File: src/rtl/fetch_unit_if.sv
// fetch_unit_if: PC mux, instruction memory and decode handshake signals of the fetch stage.
// Squash_Count is present only when FETCH_SQUASH_CNT_EN is defined.
interface fetch_unit_if;
  localparam int unsigned AW = 16;

  logic [AW-1:0] Next_PC;
  logic          Branch_Taken;
  logic          Stall;
  logic [AW-1:0] PC;
  logic [AW-1:0] PC_Plus1;
  logic [AW-1:0] Mem_Addr;
  logic          Mem_Req;
  logic          Mem_Ack;
  logic [AW-1:0] Mem_Data;
  logic [AW-1:0] Instr;
  logic [AW-1:0] Instr_PC;
  logic          Instr_Valid;
`ifdef FETCH_SQUASH_CNT_EN
  logic [AW-1:0] Squash_Count;
`endif

  // Fetch stage side
  modport master (
`ifdef FETCH_SQUASH_CNT_EN
    output Squash_Count,
`endif
    input  Next_PC, Branch_Taken, Stall, Mem_Ack, Mem_Data,
    output PC, PC_Plus1, Mem_Addr, Mem_Req, Instr, Instr_PC, Instr_Valid
  );

  // Environment side: PC mux, memory and decode
  modport slave (
`ifdef FETCH_SQUASH_CNT_EN
    input  Squash_Count,
`endif
    output Next_PC, Branch_Taken, Stall, Mem_Ack, Mem_Data,
    input  PC, PC_Plus1, Mem_Addr, Mem_Req, Instr, Instr_PC, Instr_Valid
  );
endinterface

File: src/rtl/fetch_unit.sv
// fetch_unit: instruction fetch stage. Holds the PC, issues word reads over req/ack,
// presents the fetched word to decode over valid/stall, and handles branch redirects.
// Optional feature: define FETCH_SQUASH_CNT_EN to add the saturating Squash_Count output.
module fetch_unit #(
  parameter logic [15:0] RESET_PC = 16'h0000
) (
  input  logic         Clk,
  input  logic         Reset,
  fetch_unit_if.master bus
);

  localparam int unsigned AW = 16;

  typedef enum logic [1:0] {
    ST_IDLE   = 2'd0,
    ST_REQ    = 2'd1,
    ST_SQUASH = 2'd2,
    ST_VALID  = 2'd3
  } state_t;

  state_t        state_q;
  logic [AW-1:0] pc_q;
  logic [AW-1:0] addr_q;
  logic [AW-1:0] instr_q;
  logic [AW-1:0] instr_pc_q;
  logic          req_q;
  logic          valid_q;
  logic [AW-1:0] squash_tgt_c;

  assign bus.PC          = pc_q;
  assign bus.PC_Plus1    = pc_q + AW'(1);
  assign bus.Mem_Addr    = addr_q;
  assign bus.Mem_Req     = req_q;
  assign bus.Instr       = instr_q;
  assign bus.Instr_PC    = instr_pc_q;
  assign bus.Instr_Valid = valid_q;

  // After a squashed request returns, refetch from the newest redirect target
  assign squash_tgt_c = bus.Branch_Taken ? bus.Next_PC : pc_q;

  // Fetch FSM with registered request/valid outputs
  always_ff @(posedge Clk or posedge Reset) begin
    if (Reset) begin
      state_q    <= ST_IDLE;
      pc_q       <= RESET_PC;
      addr_q     <= RESET_PC;
      instr_q    <= '0;
      instr_pc_q <= '0;
      req_q      <= 1'b0;
      valid_q    <= 1'b0;
    end else begin
      case (state_q)
        ST_IDLE: begin
          state_q <= ST_REQ;
          req_q   <= 1'b1;
          if (bus.Branch_Taken) begin
            pc_q   <= bus.Next_PC;
            addr_q <= bus.Next_PC;
          end else begin
            addr_q <= pc_q;
          end
        end
        ST_REQ: begin
          if (bus.Mem_Ack) begin
            if (bus.Branch_Taken) begin
              // Wrong-path data: drop it and reissue at the target
              pc_q   <= bus.Next_PC;
              addr_q <= bus.Next_PC;
            end else begin
              instr_q    <= bus.Mem_Data;
              instr_pc_q <= addr_q;
              req_q      <= 1'b0;
              valid_q    <= 1'b1;
              state_q    <= ST_VALID;
            end
          end else if (bus.Branch_Taken) begin
            // Request cannot be retracted; keep Mem_Addr until it completes
            pc_q    <= bus.Next_PC;
            state_q <= ST_SQUASH;
          end
        end
        ST_SQUASH: begin
          if (bus.Mem_Ack) begin
            pc_q    <= squash_tgt_c;
            addr_q  <= squash_tgt_c;
            state_q <= ST_REQ;
          end else if (bus.Branch_Taken) begin
            pc_q <= bus.Next_PC;
          end
        end
        ST_VALID: begin
          if (bus.Branch_Taken || !bus.Stall) begin
            pc_q    <= bus.Next_PC;
            addr_q  <= bus.Next_PC;
            req_q   <= 1'b1;
            valid_q <= 1'b0;
            state_q <= ST_REQ;
          end
        end
        default: begin
          state_q <= ST_IDLE;
        end
      endcase
    end
  end

`ifdef FETCH_SQUASH_CNT_EN
  logic [AW-1:0] squash_cnt_q;
  logic          drop_c;

  assign bus.Squash_Count = squash_cnt_q;

  // One dropped fetch per discarded memory response or discarded held instruction
  always_comb begin
    drop_c = 1'b0;
    case (state_q)
      ST_REQ:    drop_c = bus.Mem_Ack && bus.Branch_Taken;
      ST_SQUASH: drop_c = bus.Mem_Ack;
      ST_VALID:  drop_c = bus.Branch_Taken;
      default:   drop_c = 1'b0;
    endcase
  end

  // Saturating dropped-fetch counter
  always_ff @(posedge Clk or posedge Reset) begin
    if (Reset) begin
      squash_cnt_q <= '0;
    end else if (drop_c && (squash_cnt_q != {AW{1'b1}})) begin
      squash_cnt_q <= squash_cnt_q + AW'(1);
    end
  end
`endif

endmodule

File: src/flat_wrapper.sv
// flat-port wrapper written by rule: the top's interface ports become plain ports
module fetch_unit_flat 
#(
  parameter logic [15:0] RESET_PC = 16'h0000
)
  (Clk, Reset, bus_Next_PC, bus_Branch_Taken, bus_Stall, bus_Mem_Ack, bus_Mem_Data, bus_PC, bus_PC_Plus1, bus_Mem_Addr, bus_Mem_Req, bus_Instr, bus_Instr_PC, bus_Instr_Valid);
  fetch_unit_if bus_i ();
  input  logic Clk;
  input  logic Reset;
  input wire logic [$bits(bus_i.Next_PC)-1:0] bus_Next_PC;
  input wire logic [$bits(bus_i.Branch_Taken)-1:0] bus_Branch_Taken;
  input wire logic [$bits(bus_i.Stall)-1:0] bus_Stall;
  input wire logic [$bits(bus_i.Mem_Ack)-1:0] bus_Mem_Ack;
  input wire logic [$bits(bus_i.Mem_Data)-1:0] bus_Mem_Data;
  output wire logic [$bits(bus_i.PC)-1:0] bus_PC;
  output wire logic [$bits(bus_i.PC_Plus1)-1:0] bus_PC_Plus1;
  output wire logic [$bits(bus_i.Mem_Addr)-1:0] bus_Mem_Addr;
  output wire logic [$bits(bus_i.Mem_Req)-1:0] bus_Mem_Req;
  output wire logic [$bits(bus_i.Instr)-1:0] bus_Instr;
  output wire logic [$bits(bus_i.Instr_PC)-1:0] bus_Instr_PC;
  output wire logic [$bits(bus_i.Instr_Valid)-1:0] bus_Instr_Valid;
  assign bus_i.Next_PC = bus_Next_PC;
  assign bus_i.Branch_Taken = bus_Branch_Taken;
  assign bus_i.Stall = bus_Stall;
  assign bus_i.Mem_Ack = bus_Mem_Ack;
  assign bus_i.Mem_Data = bus_Mem_Data;
  assign bus_PC = bus_i.PC;
  assign bus_PC_Plus1 = bus_i.PC_Plus1;
  assign bus_Mem_Addr = bus_i.Mem_Addr;
  assign bus_Mem_Req = bus_i.Mem_Req;
  assign bus_Instr = bus_i.Instr;
  assign bus_Instr_PC = bus_i.Instr_PC;
  assign bus_Instr_Valid = bus_i.Instr_Valid;
  fetch_unit #(.RESET_PC(RESET_PC)) u_core (.Clk(Clk), .Reset(Reset), .bus(bus_i));
endmodule
File: config.mk
export PLATFORM = sky130hd
export DESIGN_NAME = fetch_unit_flat
export DESIGN_NICKNAME = d
export VERILOG_FILES = /design/src/rtl/fetch_unit_if.sv /design/src/rtl/fetch_unit.sv /design/src/flat_wrapper.sv
export SDC_FILE = /design/constraint.sdc
export NUM_CORES = 1
export LEC_CHECK = 0
export ABC_AREA = 0
export CORE_UTILIZATION = 44
export DETAILED_ROUTE_END_ITERATION = 6
export PLACE_DENSITY_LB_ADDON = 0.15
export SLEW_MARGIN = 20
export SYNTH_ARGS = -nofsm -noshare
export SYNTH_HDL_FRONTEND = slang
export SYNTH_SLANG_ARGS = --single-unit
File: constraint.sdc
create_clock -name Clk -period 2.4 [get_ports Clk]
set_clock_uncertainty 0.05 [all_clocks]
set_input_delay 0.48 -clock Clk [delete_from_list [all_inputs] [get_ports Clk]]
set_output_delay 0.48 -clock Clk [all_outputs]
set_load 0.02 [all_outputs]
==> PnR_summary.wiki <==
{| class="wikitable"
! Metric !! Value
|-
| Dominant register cell in the synthesized netlist || sky130_fd_sc_hd__dfrtp_1
|-
| Total overflow reported by the global router || 0
|-
| Wire length of the first global-routing pass || 10980 um
|-
| Power, Total || 5.090 mW
|-
| Number of maximum-capacitance violations || 0
|-
| Post-synthesis cell area || 0.003124 mm2
|-
| Drt pass-1 iters || 4
|-
| Post-synthesis cell count || 241
|-
| Crit Reg-Reg Endpoint || u_core.bus.Instr_PC[13]$_DFFE_PP0P_
|-
| Hold Vio Cnt, Final || 0
|-
| Cell Count, Final, Fillers Out || 484
|-
| Count of flip-flops with a built-in enable after synthesis || 0
|-
| Die span in y || 86.27 um
|-
| Cell row count || 30
|-
| Syn Nets || 279
|-
| Detail-routed via count per cell || 4.849
|-
| Wire length reported by the detailed router || 6813 um
|-
| End point of the most critical hold path || u_core.bus.Instr_PC[1]$_DFFE_PP0P_
|-
| Initial core utilization || 0.4573
|-
| Classification of the worst-slack hold path || register to register
|-
| Worst Max-Slew Pin Slew || 0.3678 ns
|-
| Cell area reported after detailed placement || 0.004551 mm2
|-
| Share of synthesized area occupied by flip-flops and latches || 0.5447
|-
| Buffer count from post-CTS setup fixing || 0
|-
| Remaining design rule violation count || 0
|-
| DIE AREA || 0.007442 mm2
|-
| Number of I/O port buffers || 118
|-
| Number of gates given a new drive strength after cts || 27
|-
| Cell type group with the largest total delay on the critical path || simple AND/OR/NAND/NOR gates
|-
| Flop and latch count out of synthesis || 68
|-
| Antenna violations before repair || 0
|-
| Hold Startpoint || u_core.bus.Instr_PC[1]$_DFFE_PP0P_
|-
| Number of slew-limit violations in the final report || 0
|-
| Fraction of layout instances using a drive strength above 1 || 0.3041
|-
| Number of buffers on the longest clock path || 2
|-
| Worst-case reg-to-reg path depth || 4
|-
| Asr flop ratio synth || 1.000
|-
| Clock latency on the worst-skew pair || 0.34 ns
|-
| Req. time, crit path || 1.87 ns
|-
| Placed Cells incl. Taps || 468
|-
| N_diodes || 0
|-
| Worst setup path class || register to primary output
|-
| List of cells traversed by the critical path || and4_1 > nand2b_1 > nor4_2 > buf_4 > xor2_1 > buf_2
|-
| Ports || 119
|-
| Worst Path Arrival || 1.76 ns
|-
| Minimum clock period after layout || 2.286 ns
|-
| Synthesis warning total || 0
|-
| Area growth from synthesis to layout || 52.58%
|-
| Number of buffer and inverter instances along the worst setup path || 2
|-
| Worst-case headroom to the max-slew limit || 0.7548
|-
| Routed WL per cell || 14.08 um
|-
| TritonCTS Sinks || 68
|-
| CTS H-tree depth || 3
|-
| Clock edge transition at the registers on the reported setup and hold paths || 0.07 ns
|-
| Maximum clock frequency || 437.4 MHz
|-
| Outcome || finished, final reports clean
|-
| Max stage delay cell, worst path || sky130_fd_sc_hd__dfrtp_1
|-
| Width of the chip || 86.27 um
|-
| Clock tree from TritonCTS || built
|-
| Static leakage || 1.944 nW
|-
| Placer Congestion || 0.7792
|-
| CP endpoint kind || primary output
|-
| RR Startpoint || u_core.state_q[0]$_DFFE_PP0P_
|-
| Worst path max stage delay || 0.37 ns
|-
| Number of design-rule violations left by the first detailed-router iteration || 59
|-
| Vias in the first global route || 2201
|-
| Worst hold path stage count || 1
|-
| Slack of the worst reg-to-reg path || 0.81 ns
|-
| Final design area excluding fillers || 0.004767 mm2
|-
| Antenna violation net count after detailed routing || 0
|-
| Num CTS Buffers || 9
|-
| Post-cts hold buffer count || 0
|-
| Post-detailed-placement half-perimeter wirelength || 4788 um
|-
| Fin nets || 421
|-
| Mean instance size in the synthesized netlist || 12.96 um2
|-
| Maximum vdd ir drop || 0.0004536 V
|-
| Max FO, Critical Path || 3
|-
| Kind of start point of the critical path || register
|-
| Unrepaired setup endpoints after global routing || no
|-
| Total setup violations reported at the end of the flow || 0
|-
| GRT Total Usage || 0.1918
|-
| Total number of vias || 2347
|-
| Power density normalized to cell area || 1068 mW/mm2
|-
| Core outline area || 0.006832 mm2
|-
| Clock tree root buffer cell || sky130_fd_sc_hd__clkbuf_8
|-
| Portion of the clock cycle consumed by the worst path in the final layout || 0.9525
|-
| Synth unique cells || 33
|-
| Largest net degree at the start of global routing || 69
|}
==> per-stage QoR <==
step	hold WS [ns]	TNS, ns	worst slack [ns]	utilization
2_1_floorplan	0.5421	0	0.1585	-
3_3_place_gp	0.4222	0	0.02781	0.6661
3_5_place_dp	0.4259	-0.02800	-0.02800	0.6661
4_1_cts	0.4436	-0.01725	-0.01671	0.7033
5_1_grt	0.4676	0	0.01297	0.6978
6_report	0.4367	0	0.1140	0.6978
==> cells by family after synthesis <==
family	count (synthesis)	synth area share
buffers and inverters	16	0.04084
AND/OR/NAND/NOR	51	0.07850
flip-flops	68	0.5447
adder cells (fa/ha/maj)	1	0.004004
AO/OA/AOI/OAI	27	0.06848
multiplexers	64	0.2243
XOR/XNOR	14	0.03925
==> worst max-delay path by stage <==
stage,from,to,depth (start not counted)
finish,u_core.bus.PC[1]$_DFFE_PP0N_,bus_PC_Plus1[15],6
global route,u_core.bus.PC[1]$_DFFE_PP0N_,bus_PC_Plus1[14],7
CTS,u_core.bus.PC[1]$_DFFE_PP0N_,bus_PC_Plus1[15],6
detailed placement,u_core.bus.PC[1]$_DFFE_PP0N_,bus_PC_Plus1[15],6
global placement,u_core.bus.PC[1]$_DFFE_PP0N_,bus_PC_Plus1[15],6
floorplan,Reset,u_core.bus.Instr[0]$_DFFE_PP0P_,1
==> cells in the final DEF (no fill, tap or decap), drive strengths merged, types with 2 or more instances in the layout <==
| cell type | netlist | layout |
|---|---|---|
| clkdlybuf4s50 | 0 | 106 |
| mux2 | 48 | 48 |
| buf | 11 | 30 |
| dlygate4sd2 | 0 | 2 |
| xor2 | 6 | 6 |
| xnor2 | 8 | 8 |
| a21oi | 19 | 19 |
| nor2b | 4 | 4 |
| dfrtp | 68 | 68 |
| nor2 | 24 | 24 |
| bufinv | 0 | 3 |
| o21ai | 5 | 5 |
| nand4 | 2 | 2 |
| nand2 | 9 | 9 |
| clkbuf | 1 | 16 |
| nand3 | 5 | 5 |
| mux2i | 16 | 16 |
| inv | 4 | 4 |
==> state kept, by name (all words and copies together) (netlist names) <==
register / count
u_core.bus.Mem_Addr: 16
u_core.state_q: 2
u_core.bus.Instr_Valid: 1
u_core.bus.PC: 16
u_core.bus.Instr_PC: 16
u_core.bus.Mem_Req: 1
u_core.bus.Instr: 16
==> final cells by class <==
class                      instances  area (um2)
clock buffer                      12       155.1
clock inverter                     4       95.09
fill                             530        2064
inverter                           4       15.01
multi-input combinational        157        1306
sequential                        68        1702
tap                               96       120.1
timing repair buffer             143        1374
==> layer usage <==
layer  global-route usage  share of wire  up-vias
li1                     -              -     1116
met1               0.2537           0.44     1145
met2               0.3045           0.48       79
met3              0.04381          0.060        7
met4              0.08182          0.014        0
met5                    0              0        -
==> cells in the mapped netlist (all sizes together) (2+ instances only) <==
library cell  count  area share
a21oi            19       0.047
nor2b             4      0.0080
xnor2             8       0.022
inv               4      0.0048
mux2i            16       0.051
nor2             24       0.032
dfrtp            68        0.54
buf              11       0.034
nand2             9       0.011
xor2              6       0.017
nand3             5      0.0080
nand4             2      0.0040
o21ai             5      0.0080
mux2             48        0.17
==> where the power goes <==
group | internal, mW | total [mW] | leakage [nW] | switching [mW]
registers | 1.52 | 1.75 | 0.776 | 0.231
logic | 1.13 | 2.16 | 1.04 | 1.04
clock network | 0.747 | 1.18 | 0.127 | 0.431
total | 3.39 | 5.09 | 1.94 | 1.70
No activity file was read; power rests on OpenSTA's default activity.
